<file path="config.mk">
export PLATFORM = sky130hd
export DESIGN_NAME = serializer_sched
export DESIGN_NICKNAME = d
export VERILOG_FILES = /design/src/rtl/serializer_sched.sv
export SDC_FILE = /design/constraint.sdc
export NUM_CORES = 1
export LEC_CHECK = 0
export BUFFER_PORTS_ARGS = -buffer_cell sky130_fd_sc_hd__clkbuf_2
export CAP_MARGIN = 20
export CORE_MARGIN = 2
export CORE_UTILIZATION = 48
export CTS_CLUSTER_SIZE = 14
export DETAILED_ROUTE_END_ITERATION = 7
export PLACE_DENSITY = 0.71
export SKIP_CTS_REPAIR_TIMING = 1
export SLEW_MARGIN = 5
export SYNTH_ARGS = -nofsm -noshare
export SYNTH_HDL_FRONTEND = slang
export SYNTH_SLANG_ARGS = --single-unit
export TNS_END_PERCENT = 10
</file>
<file path="constraint.sdc">
create_clock -name clk -period 7.2 [get_ports clk]
set_input_delay 0.36 -clock clk [delete_from_list [all_inputs] [get_ports clk]]
set_output_delay 0.36 -clock clk [all_outputs]
set_load 0.005 [all_outputs]
</file>
<file path="src/rtl/serializer_sched.sv">
// serializer_sched: round-robin scheduler that shares one serializer among
// N_REQ burst requesters. It issues start/length to the serializer, follows
// the burst through bit_valid, and returns a per-requester done/err pulse.
// Every burst is supervised by a start timeout and a run-length timeout.
module serializer_sched #(
  parameter int N_REQ      = 4,
  parameter int GAP_CYCLES = 2,
  parameter int START_TO   = 4
) (
  input  logic               clk,
  input  logic               rst_n,
  input  logic [N_REQ-1:0]   req_i,
  input  logic [8*N_REQ-1:0] len_i,
  output logic [N_REQ-1:0]   grant_o,
  output logic [N_REQ-1:0]   done_o,
  output logic [N_REQ-1:0]   err_o,
  output logic               ser_start_o,
  output logic [7:0]         ser_length_o,
  input  logic               ser_bit_valid_i,
  output logic               busy_o,
  output logic               timeout_sticky_o
);

  localparam int PTR_W = $clog2(N_REQ);
  localparam logic [PTR_W-1:0] PTR_MAX = PTR_W'(N_REQ - 1);
  // Last WAIT_VALID count before the start timeout fires.
  localparam logic [12:0] START_LAST = 13'(START_TO - 1);
  // GAP_CYCLES = 0 still spends one cycle in GAP.
  localparam logic [12:0] GAP_LAST = 13'((GAP_CYCLES == 0) ? 0 : GAP_CYCLES - 1);

  typedef enum logic [2:0] {
    S_IDLE,
    S_START,
    S_WAIT_VALID,
    S_WAIT_DONE,
    S_GAP
  } state_t;

  state_t             state_reg, state_next;
  logic [12:0]        cnt_reg, cnt_next;
  logic [PTR_W-1:0]   rr_ptr_reg, rr_ptr_next;
  logic [N_REQ-1:0]   grant_reg, grant_next;
  logic [N_REQ-1:0]   zl_reg, zl_next;
  logic [7:0]         len_reg, len_next;
  logic               sticky_reg, sticky_next;

  logic [7:0]         req_len [N_REQ];
  logic               win_found;
  logic [PTR_W-1:0]   win_idx;
  logic [PTR_W-1:0]   scan_idx;
  logic [N_REQ-1:0]   win_onehot;
  logic [7:0]         win_len;
  logic [PTR_W-1:0]   rr_ptr_after;
  logic [12:0]        done_last;
  logic               fin;
  logic               fin_err;

  // Split the flat length bus into one byte per requester.
  generate
    for (genvar gi = 0; gi < N_REQ; gi++) begin : g_len
      assign req_len[gi] = len_i[8*gi +: 8];
    end
  endgenerate

  // Round-robin search: first pending request at or after rr_ptr, wrapping.
  always_comb begin
    win_found = 1'b0;
    win_idx   = '0;
    scan_idx  = '0;
    for (int i = 0; i < N_REQ; i++) begin
      scan_idx = PTR_W'((int'(rr_ptr_reg) + i) % N_REQ);
      if (!win_found && req_i[scan_idx]) begin
        win_found = 1'b1;
        win_idx   = scan_idx;
      end
    end
  end

  assign win_onehot   = {{(N_REQ-1){1'b0}}, 1'b1} << win_idx;
  assign win_len      = req_len[win_idx];
  assign rr_ptr_after = (win_idx == PTR_MAX) ? '0 : win_idx + 1'b1;

  // Stuck-valid limit: 16*len + 8 cycles, counted from zero.
  assign done_last = {1'b0, len_reg, 4'b0000} + 13'd7;

  // State and datapath registers.
  always_ff @(posedge clk or negedge rst_n) begin
    if (!rst_n) begin
      state_reg  <= S_IDLE;
      cnt_reg    <= '0;
      rr_ptr_reg <= '0;
      grant_reg  <= '0;
      zl_reg     <= '0;
      len_reg    <= '0;
      sticky_reg <= 1'b0;
    end else begin
      state_reg  <= state_next;
      cnt_reg    <= cnt_next;
      rr_ptr_reg <= rr_ptr_next;
      grant_reg  <= grant_next;
      zl_reg     <= zl_next;
      len_reg    <= len_next;
      sticky_reg <= sticky_next;
    end
  end

  // Next-state logic; fin/fin_err flag the cycle a granted burst completes.
  always_comb begin
    state_next  = state_reg;
    cnt_next    = cnt_reg;
    rr_ptr_next = rr_ptr_reg;
    grant_next  = grant_reg;
    zl_next     = '0;
    len_next    = len_reg;
    sticky_next = sticky_reg;
    fin         = 1'b0;
    fin_err     = 1'b0;

    case (state_reg)
      S_IDLE: begin
        if (win_found) begin
          rr_ptr_next = rr_ptr_after;
          cnt_next    = '0;
          if (win_len == 8'd0) begin
            // The serializer reads 0 as 256 words, so never start it;
            // the length register keeps its last nonzero value.
            zl_next    = win_onehot;
            state_next = S_GAP;
          end else begin
            len_next   = win_len;
            grant_next = win_onehot;
            state_next = S_START;
          end
        end
      end

      S_START: begin
        cnt_next   = '0;
        state_next = S_WAIT_VALID;
      end

      S_WAIT_VALID: begin
        if (ser_bit_valid_i) begin
          cnt_next   = '0;
          state_next = S_WAIT_DONE;
        end else if (cnt_reg >= START_LAST) begin
          fin         = 1'b1;
          fin_err     = 1'b1;
          sticky_next = 1'b1;
          grant_next  = '0;
          cnt_next    = '0;
          state_next  = S_GAP;
        end else begin
          cnt_next = cnt_reg + 13'd1;
        end
      end

      S_WAIT_DONE: begin
        if (!ser_bit_valid_i) begin
          fin        = 1'b1;
          grant_next = '0;
          cnt_next   = '0;
          state_next = S_GAP;
        end else if (cnt_reg >= done_last) begin
          fin         = 1'b1;
          fin_err     = 1'b1;
          sticky_next = 1'b1;
          grant_next  = '0;
          cnt_next    = '0;
          state_next  = S_GAP;
        end else begin
          cnt_next = cnt_reg + 13'd1;
        end
      end

      S_GAP: begin
        if (cnt_reg >= GAP_LAST) begin
          cnt_next   = '0;
          state_next = S_IDLE;
        end else begin
          cnt_next = cnt_reg + 13'd1;
        end
      end

      default: begin
        grant_next = '0;
        cnt_next   = '0;
        state_next = S_IDLE;
      end
    endcase
  end

  // Completion is reported in the cycle the FSM decides it, so the
  // requester sees done in the first cycle bit_valid is low.
  assign done_o           = ({N_REQ{fin}} & grant_reg) | zl_reg;
  assign err_o            = ({N_REQ{fin_err}} & grant_reg) | zl_reg;
  assign grant_o          = grant_reg;
  assign ser_start_o      = (state_reg == S_START);
  assign ser_length_o     = len_reg;
  assign busy_o           = (state_reg != S_IDLE);
  assign timeout_sticky_o = sticky_reg;

endmodule
</file>
* Word level (Yosys, flattened, before mapping) *
Index checks and enable logic that the tools add are counted.

operators by class
  muxes and demuxes = 57
  bitwise operators = 7
  $lt $le $gt $ge = 8
  reduce and logical (&&, ||, !) cells = 16
  $add $sub $neg = 6
  shift operators = 1
  eq/ne operators = 14

operators with widths
  cell                   count
  $mux 13                6
  $pmux 13 s4            1
  $mux 4                 9
  $mux 3                 7
  $mux 1                 17
  $bmux 8 s2             1
  $mux 8                 2
  $pmux 4 s4             1
  $pmux 3 s5             1
  $ne 2x2->1 const B     7
  $add 12x3->13 const B  1
  $add 13x1->13 const B  1
  $ge 13x1->1 const B    1
  $ge 13x13->1           1
  $ge 13x2->1 const B    1
  $lt 2x3->1 const B     4
  $mux 2                 5
  $and 4x4->4            2
  $bmux 1 s2             4
  $logic_not 8->1        1
  $or 4x4->4             2
  $eq 3x2->1 const B     2
  $ne 3x3->1 const B     2
  $pmux 1 s2             3
  other kinds (20)       27

storage, ports and cells
  input bits = 39
  register bits after elaboration = 35
  logic and storage cells = 116
  output and inout port bits = 23

* Longest topological paths before layout *
  depth in word-level cells = 20
  mapped depth = 11
  mapped depth without buffers = 10

* Least setup slack after synthesis *
No wires, ideal clock.

  path kind = reg2reg
  start point = register rr_ptr_reg[1]
  end point = register len_reg[0] (netlist: ser_length_o[0])
  period minus slack after synthesis = 2.611 ns
  data required time = 7.075 ns
  buffers on the path = 3
  arrival time = 2.486 ns
  cell stages (with the launch flop) = 12
  setup slack = 4.589 ns
  setup time = 0.125 ns
  path through = dfrtp_1 -> and2_4 -> o211ai_4 -> buf_6 -> a21boi_1 -> a211oi_2 -> o22ai_1 -> or4_1 -> buf_6 -> nand2b_4 -> buf_12 -> mux2_4

on the way
  word-level cells in the longest chain between the ends = 19
  elaborated cells between the ends (all ways) = 32
  classes of those cells = add/sub (3); mux (19); bitwise (2); reduce/logical (8)

RTL lines
  what                                                  line  source
  start: declaration                                    41    logic [PTR_W-1:0] rr_ptr_reg, rr_ptr_next;
  start signal: assignment                              99    rr_ptr_reg <= rr_ptr_next;
  branches (longest 19 deep; another with $add 2x1->2)  -
  end signal: assignment                                102   len_reg <= len_next;
  end: declaration                                      44    logic [7:0] len_reg, len_next;

Several ways; the timed one is not identified. The select of a mux whose other input is x is not followed.
A chain may end at the register's enable or synchronous reset.

* Worst setup path after layout *
  start point = register rr_ptr_reg[1]
  end point = register len_reg[5] (netlist: ser_length_o[5])

Same word-level chain as after synthesis.

==> key figures <==
Setup path
  • R2r setup slk: 4.10 ns
  • Critical register-to-register path startpoint: rr_ptr_reg[1]
  • Worst EP arrival: 3.27 ns
  • Worst setup endpoint: ser_length_o[5]
  • Setup crit start: rr_ptr_reg[1]
  • CP Launch Type: flip-flop
  • Crit. End Element: flip-flop
  • FF-to-FF path depth: 8
  • WS Path Type: flip-flop to flip-flop
  • Reg2reg end: ser_length_o[5]
  • Crit path max fanout: 16
  • WP data required: 7.37 ns

Floorplan
  • Chip Width: 78.4 µm
  • Die Y: 78.4 µm
  • Std-Cell Rows: 27
  • Top-Level Pins: 62
  • Starting Density: 49.1%
  • Die area: 6140 µm²
  • Core Area: 5410 µm²

GRT
  • GR Overflow Total: 0
  • Initial antenna violation count: 0
  • Pin count of the biggest net entering global routing: 36
  • Tot GR Track Use: 20.8%
  • First-pass GRT wire length: 10.3 mm
  • Vias in the first global route: 2,314

Finish
  • Max reg flops: 13
  • N_diodes: 0
  • Fin util: 57.3%
  • Most common cell after layout, fill and taps aside: clkbuf_2
  • Post-Layout Cell Count: 422
  • Synth-to-layout area growth: 16.8%
  • Share of layout cells above drive strength 1: 27.4%
  • Final #Nets: 402
  • Most frequent cells in the layout: clkbuf_2, dfrtp_1, inv_1
  • Filler Cell Count: 485

Routing
  • WL final: 5.84 mm
  • ANT nets after route: 0
  • Avg WL per Cell: 13.8 µm
  • Routed via count: 2,332
  • Pre-Repair DR Iteration Count: 4
  • Vias per cell: 5.53
  • DRC errors left: 0
  • Iter 0 DRT Violations: 106

Status
  • Outcome: finished clean

Placement
  • Port Buf Inserts: 61
  • Post-DP HPWL: 4.49 mm
  • Cell Count Post-Placement: 414
  • GP Congestion: 0.821
  • Place WS: 4.04 ns

Flow run
  • Max cap viols: 0

STA
  • Slew Limit Fails: 0
  • Fmax: 0.322 GHz
  • RSZ-0062 raised after global routing: false
  • Setup Viol. Count Final: 0
  • Slew @ Worst Pin: 0.886 ns
  • Hold Vio Cnt, Final: 0
  • Final worst path period need: 3.10 ns
  • Final period util: 43.1%
  • Worst slew margin: 40.9%
  • Worst clock skew: 0.00846 ns
  • Setup tns final: 0 ns
  • Setup ws final: 4.10 ns

Synthesis
  • Cell Area, Synth: 2650 µm²
  • Unique masters post-synth: 58
  • Post-synthesis xor/xnor area fraction: 0.330%
  • Mapped Cells: 292
  • Synth Warn #: 0
  • Synth Net Count: 345
  • Post-Synth Adder-Cell Area: 6.60%
  • Simple-gate share of the synthesized area: 22.2%
  • Largest family of logic cells by synthesized area: compound AO/OA/AOI/OAI gates
  • Leading register cell type out of synthesis: dfrtp_1
  • Syn Area/Cell: 9.09 µm²
  • Synth Area in Compound Gates: 25.6%
  • Multiplexer share of the synthesized area: 6.08%
  • Fraction of registers with async set or reset after synthesis: 100%
  • Seq/Total Area, Yosys: 33.0%
  • Post-synth EDFFs: 0
  • Synthesized flop and latch total: 35

Power and ir drop
  • Clock power frac: 21.0%
  • VDD IR-drop max: 0.000213 V
  • Sequential Power Share: 31.1%
  • Pwr per Cell Area: 326 nW/µm²
  • NetSw: 0.000393 W
  • Leakage power: 1.59 nW
  • Sw Share: 38.9%
  • P_int: 0.000617 W
  • Combinational Power Share: 47.9%

Min path
  • Worst hold-check path type: input pin to async pin

CTS
  • TritonCTS buffer count: 5
  • CTS tree: yes
  • Clock transition at path regs: 0.08 ns
  • Worst skew pair latency: 0.29 ns
  • Clock sink count: 35
  • Longest Clk Path Bufs: 2
  • Htree depth: 2
  • Clock root buffer: clkbuf_8
-- cells by family (layout without fill, tap and decap cells) --
kind of cell	Yosys count	count (layout)
and+or+nand+nor	105	105
adders and majority gates	14	14
AOI/OAI and AO/OA	93	93
xor gates and xnor gates	1	1
buffers and inverters	32	90
DFF	35	35
muxes	12	12
-- through the flow --
step           instance area, µm²  total power, W  hold WS, ns
2_1_floorplan                2650        0.000701       0.0644
3_3_place_gp                 2960        0.000791        0.453
3_5_place_dp                 2960        0.000806        0.457
4_1_cts                      3100         0.00102        0.198
5_1_grt                      3100         0.00109        0.258
6_report                     3100         0.00101        0.176
-- critical path: stages, from the launching register on --
cell	delay, ns
dfrtp_1	0.45
and2_4	0.22
o211ai_4	0.39
a21boi_0	0.19
a211oi_1	0.32
o22ai_1	0.13
or4_1	0.73
nand2b_4	0.24
mux2_4	0.31
-- layout make-up --
| class | instances | area [µm²] | area share (%) |
|---|---|---|---|
| clock buffers | 5 | 68.8 | 2.22 |
| clock inverters | 3 | 67.6 | 2.18 |
| inverters | 21 | 78.8 | 2.54 |
| multi-input cells | 225 | 1610 | 52.0 |
| flip-flops and latches | 35 | 876 | 28.3 |
| well taps | 72 | 90.1 | 2.91 |
| repair buffers | 61 | 305 | 9.85 |
-- per-layer routing --
layer / track usage [%] / up-vias / part of all wire [%]
li1: - / 1176 / -
met1: 25.9 / 1092 / 45
met2: 35.4 / 57 / 48
met3: 4.60 / 7 / 4.6
met4: 7.37 / 0 / 1.7
met5: 0 / - / 0
-- worst min path at each step --
stage / from / end
4_1_cts: rst_n / grant_o[2]
5_1_grt: rst_n / cnt_reg[6]
3_5_place_dp: timeout_sticky_o / timeout_sticky_o
6_report: rst_n / cnt_reg[5]
2_1_floorplan: rst_n / cnt_reg[0]
3_3_place_gp: timeout_sticky_o / timeout_sticky_o
-- synthesized netlist by cell type (all sizes together) (2+ instances only) --
| cell type | count | area [µm²] |
|---|---|---|
| a21o | 14 | 105 |
| nand3 | 13 | 65.1 |
| and3 | 13 | 81.3 |
| nand2b | 8 | 65.1 |
| nor2 | 19 | 78.8 |
| buf | 7 | 71.3 |
| a21boi | 8 | 60.1 |
| o22ai | 10 | 62.6 |
| inv | 21 | 78.8 |
| a211oi | 10 | 97.6 |
| dfrtp | 35 | 876 |
| mux2i | 3 | 30.0 |
| o21ai | 19 | 98.9 |
| nand2 | 15 | 56.3 |
| o21a | 6 | 45.0 |
| o211ai | 6 | 58.8 |
| clkbuf | 4 | 15.0 |
| ha | 14 | 175 |
| or2 | 2 | 12.5 |
| nor4 | 5 | 37.5 |
| a21oi | 9 | 48.8 |
| o21bai | 2 | 18.8 |
| and2 | 5 | 33.8 |
| or3 | 3 | 18.8 |
| nor2b | 10 | 65.1 |
| nor3 | 7 | 35.0 |
| mux2 | 9 | 131 |
-- power by group through the flow --
stage                     logic (W)  clock network (W)  registers (W)
after floorplan            0.000413                  0       0.000288
after global placement     0.000475                  0       0.000315
after detailed placement   0.000487                  0       0.000318
after CTS                  0.000488           0.000217       0.000315
after global routing       0.000545           0.000224       0.000323
final                      0.000484           0.000212       0.000315
Note: power is estimated with default switching activity, not from simulation.
